`src/rtl/deserializer_4b.sv`:
```
// LSB-first serial-to-parallel receiver with a one-word holding register,
// ack-based handshake, sticky overrun flag and synchronous clear.
module deserializer_4b #(
  parameter int WIDTH = 4
) (
  input  logic                       clk,
  input  logic                       rst,
  input  logic                       clear,
  input  logic                       bit_valid,
  input  logic                       bit_in,
  input  logic                       ack,
  output logic [WIDTH-1:0]           data_out,
  output logic                       data_valid,
  output logic                       busy,
  output logic [$clog2(WIDTH)-1:0]   bit_cnt,
  output logic                       overrun
);

  localparam int CW = $clog2(WIDTH);
  localparam logic [CW-1:0] CNT_ONE  = CW'(1);
  localparam logic [CW-1:0] CNT_LAST = CW'(WIDTH - 1);

  typedef enum logic [1:0] {
    IDLE = 2'd0,
    RECV = 2'd1,
    FULL = 2'd2
  } state_t;

  state_t           state;
  logic [WIDTH-1:0] sr;
  logic [WIDTH-1:0] sr_shifted;

  // New bits enter at the MSB so the first bit ends up in bit 0.
  assign sr_shifted = {bit_in, sr[WIDTH-1:1]};

  always_ff @(posedge clk or posedge rst) begin
    if (rst) begin
      state    <= IDLE;
      sr       <= '0;
      data_out <= '0;
      bit_cnt  <= '0;
      overrun  <= 1'b0;
    end else if (clear) begin
      // Abort everything except the last delivered word.
      state   <= IDLE;
      sr      <= '0;
      bit_cnt <= '0;
      overrun <= 1'b0;
    end else begin
      case (state)
        IDLE: begin
          if (bit_valid) begin
            sr      <= sr_shifted;
            bit_cnt <= CNT_ONE;
            state   <= RECV;
          end
        end
        RECV: begin
          if (bit_valid) begin
            sr <= sr_shifted;
            if (bit_cnt == CNT_LAST) begin
              data_out <= sr_shifted;
              bit_cnt  <= '0;
              state    <= FULL;
            end else begin
              bit_cnt <= bit_cnt + CNT_ONE;
            end
          end
        end
        FULL: begin
          if (ack) begin
            // Accepting a bit in the ack cycle keeps back-to-back streams lossless.
            if (bit_valid) begin
              sr      <= sr_shifted;
              bit_cnt <= CNT_ONE;
              state   <= RECV;
            end else begin
              state <= IDLE;
            end
          end else if (bit_valid) begin
            overrun <= 1'b1;
          end
        end
        default: state <= IDLE;
      endcase
    end
  end

  assign busy       = (state == RECV);
  assign data_valid = (state == FULL);

endmodule
```
`config.mk`:
```
export PLATFORM = sky130hd
export DESIGN_NAME = deserializer_4b
export DESIGN_NICKNAME = d
export VERILOG_FILES = /design/src/rtl/deserializer_4b.sv
export SDC_FILE = /design/constraint.sdc
export NUM_CORES = 1
export LEC_CHECK = 0
export BUFFER_PORTS_ARGS = -buffer_cell sky130_fd_sc_hd__buf_4
export CORE_AREA = 10 10 47 49
export CTS_BUF_LIST = sky130_fd_sc_hd__clkbuf_8
export DETAILED_ROUTE_END_ITERATION = 8
export DIE_AREA = 0 0 57 59
export PLACE_DENSITY = 0.66
export SLEW_MARGIN = 0
export SYNTH_ARGS = -nofsm -noshare
export SYNTH_HDL_FRONTEND = slang
export SYNTH_SLANG_ARGS = --single-unit
```
`constraint.sdc`:
```
create_clock -name clk -period 1.9 [get_ports clk]
set_clock_uncertainty 0.15 [all_clocks]
set_input_delay 0.095 -clock clk [delete_from_list [all_inputs] [get_ports clk]]
set_output_delay 0.095 -clock clk [all_outputs]
set_load 0.05 [all_outputs]
```
==> impl_metrics.csv <==
group,metric,value,unit
status,outcome,"complete, no violations",
global_routing,grt_pass1_vias,476,
finish,fillCellCount,139,
place,routabilityCongestion,0.786,
critical_path,cp_cell_sequence,"ha_1 > nand3_1 > or3_1 > mux2_4",
floorplan,io_pins,15,
power_and_ir_drop,peakVddDrop,0.000579,V
synthesis,ys_seq_area_share,53.7,%
drt,drc,0,
critical_path,cp_data_required_time,1.87,ns
timing,finalSetupViolCount,0,
synthesis,syn_inst,46,
finish,fin_area,761,sq um
drt,wl_per_cell,14.8,um
floorplan,rows,14,
clocking,path_clk_slew,0.05,ns
synthesis,syn_area,559,sq um
critical_path,cp_top_family,"simple AND/OR/NAND/NOR gates",
finish,layout_commonest_cell,"buf_4",
timing,slew_viol_final,0,
critical_path,worst-path-buf-inv,0,
timing,max_freq,586,MHz
timing,finalHoldViolCount,0,
clocking,clock_sinks,12,
drt,via_per_inst,5.17,
critical_path,critical_path_arrival,1.67,ns
synthesis,yosysTopAreaCell,"dfrtp_1",
flow_run,max-cap-violations,0,
place,port-buffer-count,14,
drt,vias,429,
drt,drt_pre_antenna_iters,4,
finish,register_area,303,sq um
synthesis,ys_warn_count,0,
clocking,ctsRootBufferMaster,"clkbuf_8",
place,place_area,676,sq um
synthesis,syn_area_per_cell,12.2,sq um
floorplan,core,1400,sq um
finish,final_cell_mix,"14 x buf_4, 10 x dfrtp_1, 5 x inv_1, 5 x nand2_1",
global_routing,grt_first_pass_wirelength,2.12,mm
power_and_ir_drop,power_density,746,nW/um^2
synthesis,synthTopCellsByArea,"dfrtp_1 54%, mux2_4 11%, mux2i_1 5.4%",
critical_path,reg2reg_depth,4,
timing,setup_ws,0.194,ns
floorplan,die_x,57,um
floorplan,start_util,39.9,%
finish,stdcell_count,83,
synthesis,ys_seq_elements,12,
place,dp_hpwl,887,um
drt,drtAntennaViolNets,0,
critical_path,end_kind,"register",
critical_path,slowest_delay,0.45,ns
global_routing,antenna_found_initial,0,
clocking,cts_made_buffers,3,
critical_path,crit_type,"register to register",
critical_path,setup.worst_path.start_class,"register",
hold_path,hold_class,"input pin to register",
finish,drive_above_1_share,34.3,%
critical_path,crit_slowest_cell,"or3_1",
global_routing,grt_overflow,0,
clocking,cts_tree,"yes",
synthesis,yosysTopAreaCellShare,53.7,%
timing,finalCritPeriodShare,89.8,%
synthesis,synth_fp_nets,53,
drt,wl,1.23,mm
place,dp.cells,75,
finish,multiInputGateArea,233,sq um
floorplan,die_h,59,um
drt,drt_iter0_drc,15,
place,place_ws,0.223,ns
global_routing,grt_usage,8.04,%
timing,finalCriticalPeriod,1.71,ns
clocking,worstSkewPairLatency,0.23,ns
clocking,clockBufferDepth,2,
timing,rsz0062_at_grt,"no",
hold_path,hold_depth,3,
timing,setup_tns,0,ns
power_and_ir_drop,p_leak,0.407,nW
critical_path,crit_cells,4,
clocking,htreeDepth,1,
finish,syn2layout_area_growth,36.0,%
finish,diodes,0,
finish,nets,75,
floorplan,dieArea,3360,sq um
synthesis,synth_cell_types,20,
timing,tightest_slew,0.453,ns
global_routing,grt_max_degree,13,
critical_path,cp_max_fo,5,
timing,relSlewSlack,69.8,%
[where the power goes]
group           total, W  internal [W]  switching [W]
Combinational  0.0000711     0.0000294      0.0000417
Clock           0.000225      0.000141      0.0000840
Sequential      0.000271      0.000264     0.00000715
Total           0.000567      0.000435       0.000133
[what timing repair did]
item / in CTS / in global routing
resized for setup: 0 / 0
hold buffers: 4 / 0
buffers inserted: 0 / 0
hold endpoints to repair: 17 / 0
[through the flow]
stage | hold WS, ns | utilization [%] | power, W
floorplan | -0.190 | - | 0.000313
global placement | -0.0186 | 48.2 | 0.000338
detailed placement | -0.0193 | 48.2 | 0.000339
CTS | 0.0190 | 54.3 | 0.000574
global route | 0.0533 | 54.3 | 0.000597
finish | 0.0217 | 54.3 | 0.000567
[layout make-up]
class	instances	share of cell area [%]
sequential	12	39.8
clock inverter	1	0.493
tap	16	2.63
inverter	4	1.97
clock buffer	3	5.43
timing repair buffer	18	19.1
multi-input combinational	29	30.6
[synth_stat cells]
| library cell | n |
|---|---|
| a21boi_1 | 1 |
| o41ai_1 | 1 |
| mux2_4 | 4 |
| dfrtp_1 | 12 |
| and2b_1 | 2 |
| o2111ai_1 | 1 |
| nand2_1 | 5 |
| buf_6 | 1 |
| inv_1 | 4 |
| nand3_1 | 2 |
| o2111a_1 | 1 |
| nor2b_1 | 1 |
| or3_1 | 1 |
| mux2i_1 | 3 |
| nor2_1 | 1 |
| a31oi_1 | 2 |
| ha_1 | 1 |
| a21oi_1 | 1 |
| o211a_1 | 1 |
| nand2b_1 | 1 |
[worst min-delay path: stages]
cell and delay (ns):
buf_4 0.12, a31oi_1 0.07, nor2_1 0.08
[final timing paths]
path	startpoint	to	slack (ns)
worst max-delay path	bit_cnt[0]	data_out[1]	0.19
max in group asynchronous	rst	bit_cnt[1]	0.99
min in group asynchronous	rst	sr[1]	0.28
worst max register to register	bit_cnt[0]	data_out[1]	0.19
worst min register to register	sr[1]	data_out[0]	0.36
worst min-delay path	bit_valid	overrun	0.02
[state kept, by name (all words and copies together) (netlist names)]
register / cells
state: 2
overrun: 1
bit_cnt: 2
data_out: 4
sr: 3
[kinds of logic after synthesis]
kind of cell | synth area share, %
compound gates | 11.4
mux | 16.1
flops | 53.7
buf+inv | 4.70
fa+ha+maj | 2.24
simple gates | 11.9
[per-layer routing]
layer	wire length [um]	GRT usage, %	share of wire (%)
met1	530	8.46	43
met2	609	12.9	49
met3	79	5.15	6.4
met4	12	2.68	0.97
met5	0	0	0
(Power assumes the default switching activity.)
